<file path="src/rtl/mem_burst_reader_pkg.sv">
// Shared types and constants for the burst reader and its output FIFO.
package mem_burst_reader_pkg;

  // Burst controller states.
  typedef enum logic [1:0] {
    IDLE  = 2'd0,
    READ  = 2'd1,
    DRAIN = 2'd2
  } state_t;

  // Output buffer depth: two entries allow full throughput while absorbing
  // one cycle of downstream backpressure.
  localparam int FIFO_DEPTH = 2;

endpackage

</file>
<file path="src/rtl/mem_burst_fifo.sv">
// Small synchronous FIFO holding {last, data} beats between memory and output.
// Push is honoured when not full, or when full and popped the same cycle.
// Entries reset to zero so the head reads 0 while empty after reset.
module mem_burst_fifo
  import mem_burst_reader_pkg::*;
#(
  parameter int W = 9
) (
  input  logic         clk,
  input  logic         rst_n,
  input  logic         i_push,
  input  logic [W-1:0] i_din,
  input  logic         i_pop,
  output logic [W-1:0] o_dout,
  output logic         o_empty,
  output logic         o_full
);

  localparam int PW = $clog2(FIFO_DEPTH);
  localparam logic [PW:0] FULL_CNT = (PW+1)'(FIFO_DEPTH);

  logic [W-1:0]  r_mem [FIFO_DEPTH];
  logic [PW-1:0] r_wptr;
  logic [PW-1:0] r_rptr;
  logic [PW:0]   r_count;
  logic          w_do_push;
  logic          w_do_pop;

  assign o_empty   = (r_count == '0);
  assign o_full    = (r_count == FULL_CNT);
  assign w_do_pop  = i_pop && !o_empty;
  assign w_do_push = i_push && (!o_full || w_do_pop);
  assign o_dout    = r_mem[r_rptr];

  // Storage, pointers and occupancy; a pointer wraps naturally at FIFO_DEPTH.
  always_ff @(posedge clk or negedge rst_n) begin
    if (!rst_n) begin
      for (int i = 0; i < FIFO_DEPTH; i++) r_mem[i] <= '0;
      r_wptr  <= '0;
      r_rptr  <= '0;
      r_count <= '0;
    end else begin
      if (w_do_push) begin
        r_mem[r_wptr] <= i_din;
        r_wptr        <= r_wptr + 1'b1;
      end
      if (w_do_pop) r_rptr <= r_rptr + 1'b1;
      r_count <= r_count + {{PW{1'b0}}, w_do_push} - {{PW{1'b0}}, w_do_pop};
    end
  end

endmodule

</file>
<file path="src/rtl/mem_burst_reader.sv">
// Burst memory reader: walks len words from base_addr (wrapping at DEPTH)
// through a combinational-read memory and streams them out as valid/ready beats.
// Handshake: a beat transfers on a rising edge where out_valid && out_ready;
// while out_valid=1 and out_ready=0, out_data/out_last hold and out_valid stays high.
module mem_burst_reader
  import mem_burst_reader_pkg::*;
#(
  parameter int WIDTH = 8,
  parameter int DEPTH = 256,
  parameter int AW    = 8
) (
  input  logic             clk,
  input  logic             rst_n,
  input  logic             start,
  input  logic [AW-1:0]    base_addr,
  input  logic [AW:0]      len,
  output logic [AW-1:0]    mem_addr,
  input  logic [WIDTH-1:0] mem_rdata,
  output logic             out_valid,
  input  logic             out_ready,
  output logic [WIDTH-1:0] out_data,
  output logic             out_last,
  output logic             busy,
  output logic             done,
  output state_t           dbg_state
);

  state_t          r_state;
  state_t          w_next_state;
  logic [AW-1:0]   r_addr;
  logic [AW:0]     r_rem;
  logic            r_done;
  logic            w_done_next;
  logic            w_accept;
  logic            w_capture;
  logic            w_pop;
  logic            w_empty;
  logic            w_full;
  logic            w_rem_one;
  logic [WIDTH:0]  w_head;

  assign w_rem_one = (r_rem == (AW+1)'(1));
  assign w_accept  = (r_state == IDLE) && start && (len != '0);
  assign w_pop     = out_valid && out_ready;
  assign w_capture = (r_state == READ) && (!w_full || w_pop);

  // Next-state and completion-pulse decode.
  always_comb begin
    w_next_state = r_state;
    w_done_next  = 1'b0;
    case (r_state)
      IDLE: begin
        if (start && (len == '0)) w_done_next  = 1'b1;
        else if (w_accept)        w_next_state = READ;
      end
      READ: begin
        if (w_capture && w_rem_one) w_next_state = DRAIN;
      end
      DRAIN: begin
        if (w_pop && w_head[WIDTH]) begin
          w_next_state = IDLE;
          w_done_next  = 1'b1;
        end
      end
      default: w_next_state = IDLE;
    endcase
  end

  // State register and registered done pulse.
  always_ff @(posedge clk or negedge rst_n) begin
    if (!rst_n) begin
      r_state <= IDLE;
      r_done  <= 1'b0;
    end else begin
      r_state <= w_next_state;
      r_done  <= w_done_next;
    end
  end

  // Read address: loaded on accept, advanced per capture, wraps DEPTH-1 -> 0.
  always_ff @(posedge clk or negedge rst_n) begin
    if (!rst_n) begin
      r_addr <= '0;
    end else if (w_accept) begin
      r_addr <= base_addr;
    end else if (w_capture) begin
      r_addr <= (r_addr == AW'(DEPTH - 1)) ? '0 : r_addr + 1'b1;
    end
  end

  // Remaining-word counter: loaded on accept, decremented per capture.
  always_ff @(posedge clk or negedge rst_n) begin
    if (!rst_n) begin
      r_rem <= '0;
    end else if (w_accept) begin
      r_rem <= len;
    end else if (w_capture) begin
      r_rem <= r_rem - 1'b1;
    end
  end

  mem_burst_fifo #(
    .W (WIDTH + 1)
  ) u_fifo (
    .clk     (clk),
    .rst_n   (rst_n),
    .i_push  (w_capture),
    .i_din   ({w_rem_one, mem_rdata}),
    .i_pop   (w_pop),
    .o_dout  (w_head),
    .o_empty (w_empty),
    .o_full  (w_full)
  );

  assign mem_addr  = r_addr;
  assign out_valid = !w_empty;
  assign out_data  = w_head[WIDTH-1:0];
  assign out_last  = w_head[WIDTH] && !w_empty;
  assign busy      = (r_state != IDLE);
  assign done      = r_done;
  assign dbg_state = r_state;

endmodule

</file>
<file path="config.mk">
export PLATFORM = sky130hd
export DESIGN_NAME = mem_burst_reader
export DESIGN_NICKNAME = d
export VERILOG_FILES = /design/src/rtl/mem_burst_reader_pkg.sv /design/src/rtl/mem_burst_fifo.sv /design/src/rtl/mem_burst_reader.sv
export SDC_FILE = /design/constraint.sdc
export NUM_CORES = 1
export LEC_CHECK = 0
export CAP_MARGIN = 20
export CORE_MARGIN = 3
export CORE_UTILIZATION = 65
export CTS_CLUSTER_DIAMETER = 80
export DETAILED_ROUTE_END_ITERATION = 10
export DONT_BUFFER_PORTS = 1
export PLACE_DENSITY = 0.9
export SKIP_LAST_GASP = 1
export SLEW_MARGIN = 20
export SYNTH_ARGS = -nofsm -noshare
export SYNTH_HDL_FRONTEND = slang
export SYNTH_SLANG_ARGS = --single-unit
</file>
<file path="constraint.sdc">
create_clock -name clk -period 3.3 [get_ports clk]
set_clock_uncertainty 0.15 [all_clocks]
set_input_delay 0.165 -clock clk [delete_from_list [all_inputs] [get_ports clk]]
set_output_delay 0.165 -clock clk [all_outputs]
set_load 0.005 [all_outputs]
</file>
==> run summary, run 1 <==
setup TNS: 0 ps
Slew headroom: 51.8%
Worst EP arrival: 2280 ps
Pins Over Slew Limit: 0
Yosys reg bits: 42
Core Util, Final: 82.7%
VDD IR max: 546 uV
clk sinks: 42
Final HPWL DP: 3.22 mm
largest area contributor in the netlist: dfrtp_1
max_cap viols: 0
Area Growth Syn to Fin: 19.7%
FP Rows: 20
met3 usage: 6.06%
ANT nets after route: 0
Pleak: 1.05 nW
TritonCTS clock tree: done
htree depth: 2
share of cells above drive strength 1: 19.7%
r2r startpoint: dbg_state[1]
post-synthesis compound-gate area fraction: 9.30%
Final period util: 66.8%
HP Class: in2reg
WL final: 5.04 mm
Critical R2R Capture: r_rem[5]
ant diodes: 0
net count reported at finish: 266
die height: 63.2 um
Remaining DRCs: 0
pwr/cell area: 881 mW/mm^2
RSZ-0062 raised after global routing: false
crit-path max FO: 14
WP data required: 3370 ps
fraction of the mapped netlist area in adder cells: 2.94%
largest net degree at the start of global routing: 43
Simple-Gate Fraction of Synth Area: 17.8%
largest family of logic cells by synthesized area: simple AND/OR/NAND/NOR gates
vias per inst: 6.05
post-synthesis sequential area ratio: 49.4%
FMAX: 453 MHz
CP Launch Type: register
Max Root-Sink Buffers: 2
drt wl/cell: 18.2 um
gr usage total: 28.0%
Post-Synth XOR/XNOR Area: 3.71%
gpl congestion: 0.998
hold slack: 50.7 ps
run status: complete, no violations
number of distinct library cells after synthesis: 39
post-synth top area share: 49.4%
vias: 1676
first-pass GRT wire length: 8.67 mm
drt initial violations: 105
Syn Inst Count: 198
Final min period: 2210 ps
Congestion Overflow GR: 0
clock-pin slew on the worst setup and hold paths: 130 ps
total CTS buffers: 5
first drt pass iteration count: 4
Area contributors post-synth: dfrtp_1 (49%), mux2_2 (14%), nand2_1 (3.5%)
fin cells: 277
CTS root buf: clkbuf_4
YS warnings: 0
Final Setup Violations: 0
vias in the first global route: 1753
Critical Path Source: dbg_state[1]
Worst Path Class, Setup: reg2reg
die area: 0.00399 sq mm
worst-margin pin slew: 716 ps
Chip Width: 63.2 um
core area: 0.00308 sq mm
Most Used Layer, Global Route: met2
CP Capture Type: register
post-CTS sizing: 0
Top Ports: 51
Syn Area/Cell: 10.7 sq um
Mapped Area: 0.00213 sq mm
Final Hold Viols: 0
Initial Utilization: 69.1%
clock latency on the worst-skew pair: 350 ps
IO Port Bufs: 0
R2R Setup Slk: 1090 ps
syn_nets: 232
grt met1 use: 33.4%
Reg2Reg Depth: 5
initial antenna violation count: 0
GR Util met2: 50.6%
dpl cells: 239
crit path to: r_rem[5]
post-synthesis mux area share: 14.2%
-- repair_timing --
action                                 4_1_cts  5_1_grt
buffers inserted                             0        0
hold buffers                                30        0
endpoints found under the hold margin       78        0
-- worst max-delay path, cell delays in order (launching register included) --
cell      delay [ps]
dfrtp_1          510
nand2b_4         190
nand2b_4         220
or4_4            480
o311ai_0         350
o211ai_1         170
-- registers in the layout, summed over array words and instances (netlist names) --
signal,cells
u_fifo.r_mem,18
r_rem,9
mem_addr,8
dbg_state,2
u_fifo.r_count,2
done,1
u_fifo.r_rptr,1
u_fifo.r_wptr,1
-- how the worst min path moves through the flow --
stage / startpoint / to / slack (ps) / depth (start not counted)
after floorplan: rst_n / dbg_state[0] / -280 / 0
after global placement: rst_n / u_fifo.r_mem[10] / -280 / 0
after detailed placement: rst_n / u_fifo.r_mem[10] / -280 / 0
after CTS: len[4] / done / 20 / 5
after global routing: out_ready / dbg_state[0] / 100 / 3
final: len[4] / done / 50 / 5
-- final cells by class --
cell class              instances  area (sq um)
flip-flops and latches         42          1050
clock inverters                 2          12.5
clock buffers                   6          51.3
fillers                       176           533
well taps                      44          55.1
multi-input cells             142          1020
inverters                      10          37.5
repair buffers                 31           318
-- placed cells by master (no fill, tap or decap), types with 2 or more instances in the layout --
cell type / n
nand2_1: 20
nand3_1: 8
nor3_1: 4
or3b_2: 2
mux2_2: 26
nor3b_1: 2
or3_1: 4
dfrtp_1: 42
a21oi_1: 3
nor4_1: 3
o311ai_0: 2
dlygate4sd3_1: 29
o21ai_0: 9
o211ai_1: 3
inv_1: 9
clkbuf_4: 5
xnor2_1: 8
nand2b_4: 2
nor2_1: 18
ha_1: 5
or4_1: 2
a31oi_1: 3
a221o_1: 3
-- stage by stage --
stage / instance area [sq um] / power, W / worst slack (ps)
floorplan: 2130 / 0.00169 / 1400
global placement: 2170 / 0.00181 / 1270
detailed placement: 2170 / 0.00190 / 1130
CTS: 2540 / 0.00222 / 1110
global route: 2540 / 0.00241 / 983
finish: 2540 / 0.00224 / 1090
-- cell families (layout without fill, tap and decap cells) --
| logic type | Yosys count | in the layout |
|---|---|---|
| adders and majority gates | 5 | 5 |
| AOI/OAI and AO/OA | 28 | 28 |
| muxes | 27 | 27 |
| DFF | 42 | 42 |
| buffers and inverters | 14 | 49 |
| and+or+nand+nor | 73 | 73 |
| xor gates and xnor gates | 9 | 9 |
-- Yosys cell counts, drive strengths merged --
library cell,instances
xor2,1
nor2,19
o21ai,10
nand3,8
nor3,4
buf,2
nor4,3
or4,3
mux2,26
nor3b,2
a32oi,1
xnor2,8
dfrtp,42
or3b,2
a22oi,1
ha,5
or3,4
or2,1
a221o,3
a31oi,4
nand2b,3
o22ai,1
nor2b,1
clkbuf,2
nand2,21
a21oi,3
and3,1
mux2i,1
o211ai,3
o311ai,2
inv,10
nand3b,1
-- metal layers --
layer | vias to the layer above | share of wire (%) | routed length [um]
li1 | 772 | - | -
met1 | 804 | 38 | 1890
met2 | 91 | 53 | 2680
met3 | 9 | 7.6 | 385
met4 | 0 | 1.6 | 79
met5 | - | 0 | 0
-- power by group --
part	total [W]	switching [W]	leakage, nW	internal, W
clock network	0.000270	0.000168	0.0343	0.000103
registers	0.00102	0.000259	0.503	0.000758
logic	0.000954	0.000460	0.517	0.000495
No activity file was read; power rests on OpenSTA's default activity.
==> inputs of run 2 (changes only) <==
--- a/config.mk
+++ b/config.mk
@@ -7,11 +7,11 @@
 export LEC_CHECK = 0
 export CAP_MARGIN = 20
 export CORE_MARGIN = 3
-export CORE_UTILIZATION = 65
+export CORE_UTILIZATION = 56
 export CTS_CLUSTER_DIAMETER = 80
 export DETAILED_ROUTE_END_ITERATION = 10
 export DONT_BUFFER_PORTS = 1
-export PLACE_DENSITY = 0.9
+export PLACE_DENSITY = 0.83
 export SKIP_LAST_GASP = 1
 export SLEW_MARGIN = 20
 export SYNTH_ARGS = -nofsm -noshare
==> constraint.sdc (replaced) <==
create_clock -name clk -period 1.9 [get_ports clk]
set_clock_uncertainty 0.15 [all_clocks]
set_input_delay 0.095 -clock clk [delete_from_list [all_inputs] [get_ports clk]]
set_output_delay 0.095 -clock clk [all_outputs]
set_load 0.005 [all_outputs]
==> run 2 against run 1 <==
The flow now finishes with violations (negative setup slack). Critical path depth unchanged. Flip-flop and latch count unchanged. Utilization decreased by 3.1 points. Sequential share of layout area down 3.4 points.
==> run summary, run 2 (synthesis results as in run 1) <==
most common cell after layout, fill and taps aside: dfrtp_1
crit-path max FO: 4
Critical R2R Capture: r_rem[7]
Reg2Reg Depth: 5
Final period util: 101%
fin area: 0.00278 sq mm
clock-pin slew on the worst setup and hold paths: 80 ps
crit path max-delay cell type: or4_4
CTS root buf: clkbuf_8
VDD IR max: 1050 uV
gpl congestion: 0.812
total CTS buffers: 5
Slew headroom: 71.1%
hold slack: 61.9 ps
CP Launch Type: register
Most Used Layer, Global Route: met2
first-pass GRT wire length: 8.71 mm
Final HPWL DP: 3.48 mm
ANT nets after route: 0
Crit path buffers/inverters: 0
Congestion Overflow GR: 0
run status: finished, violations left
drt initial violations: 99
setup TNS: -26.6 ps
Remaining DRCs: 0
gr usage total: 25.6%
die area: 0.00457 sq mm
net count reported at finish: 286
TritonCTS clock tree: done
Cell Area, Placed: 0.00232 sq mm
Area Growth Syn to Fin: 30.8%
Max Root-Sink Buffers: 2
GR Util met2: 42.8%
Pleak: 1.18 nW
max FFs per register: 18
vias in the first global route: 1878
clk sinks: 42
Pins Over Slew Limit: 0
most frequent cells in the layout: dfrtp_1 (40), dlygate4sd3_1 (28), mux2_2 (26)
ant diodes: 0
FMAX: 519 MHz
CP Capture Type: register
htree depth: 2
Cell Chain, Critical Path: or3b_2 > nand2b_4 > or4_4 > or4_1 > nand3_1
r2r startpoint: u_fifo.r_count[1]
drt wl/cell: 17.6 um
IO Port Bufs: 0
clock latency on the worst-skew pair: 290 ps
Chip Width: 67.6 um
worst-margin pin slew: 431 ps
vias per inst: 5.89
WP depth: 5
first drt pass iteration count: 4
Critical Path Max Stage Delay: 460 ps
WL final: 5.26 mm
largest net degree at the start of global routing: 43
Final min period: 1930 ps
WP data required: 1980 ps
initial antenna violation count: 0
grt met1 use: 31.8%
Largest Register: u_fifo.r_mem
crit path to: r_rem[7]
FP Rows: 21
vias: 1761
Worst Path Class, Setup: reg2reg
Final Setup Violations: 1
core area: 0.00349 sq mm
Critical Path Source: u_fifo.r_count[1]
RSZ-0062 raised after global routing: true
Final Hold Viols: 0
delay-heaviest family, CP: simple AND/OR/NAND/NOR gates
Top Ports: 51
met3 usage: 6.16%
die height: 67.6 um
failing checks: negative setup slack
max_cap viols: 0
HP Class: in2reg
Core Util, Final: 79.6%
share of cells above drive strength 1: 30.4%
R2R Setup Slk: -30 ps
Worst EP arrival: 2010 ps
pwr/cell area: 1570 mW/mm^2
Initial Utilization: 60.8%
final setup margin: -26.6 ps
[run 2: cell count changes in the layout (fill, tap and decap cells not counted), sizes merged]
| cell | delta |
|---|---|
| buf | +21 |
| clkbuf | +1 |
| clkinvlp | -1 |
| dlygate4sd3 | -1 |
[run 2: through the flow]
| stage | cells | total power (W) | setup WS, ps |
|---|---|---|---|
| 6_report | 299 | 0.00436 | -26.6 |
| 3_5_place_dp | 261 | 0.00354 | -86.8 |
| 5_1_grt | 299 | 0.00467 | -63.4 |
| 4_1_cts | 298 | 0.00423 | -16.6 |
| 3_3_place_gp | 261 | 0.00338 | 15.1 |
| 2_1_floorplan | 198 | 0.00293 | 3.47 |
[run 2: timing repair]
action / CTS / global route
setup buffers: 0 / 1
pin swaps: 0 / 6
setup endpoints to repair: 19 / 25
hold buffers: 29 / 0
hold endpoints to repair: 77 / 0
resized for setup: 3 / 15
gates cloned: 0 / 0
[run 2: layer usage]
layer	share of wire, %	up-vias
li1	-	811
met1	40	857
met2	52	82
met3	6.5	11
met4	1.6	0
met5	0	-
[run 2: worst min-delay path by stage]
stage                               to       from  cells after the start  slack [ps]
after CTS                         done     len[4]                      5          60
after detailed placement      r_rem[4]      rst_n                      0        -350
after global placement        r_rem[5]      rst_n                      0        -350
after floorplan           dbg_state[0]      rst_n                      0        -350
final                     dbg_state[0]  out_ready                      3          60
after global routing      dbg_state[0]  out_ready                      3          90
[run 2: area by class of cell]
type                    count  area (sq um)
inverters                  10          37.5
clock buffers               7          86.3
clock inverters             1          5.00
fillers                   217           713
multi-input cells         142          1080
repair buffers             51           465
well taps                  46          57.6
flip-flops and latches     42          1050
[run 2: worst reg2reg max path, cell delays in order, from the launching register on]
cell	delay (ps)
dfrtp_2	440
or3b_2	240
nand2b_4	80
or4_4	460
or4_1	410
nand3_1	90
[run 2: power breakdown]
part           internal (W)  switching, W  leakage [nW]  total (W)
Clock              0.000293      0.000295        0.0482   0.000588
Sequential          0.00132      0.000368         0.501    0.00169
Combinational       0.00109      0.000991         0.627    0.00208
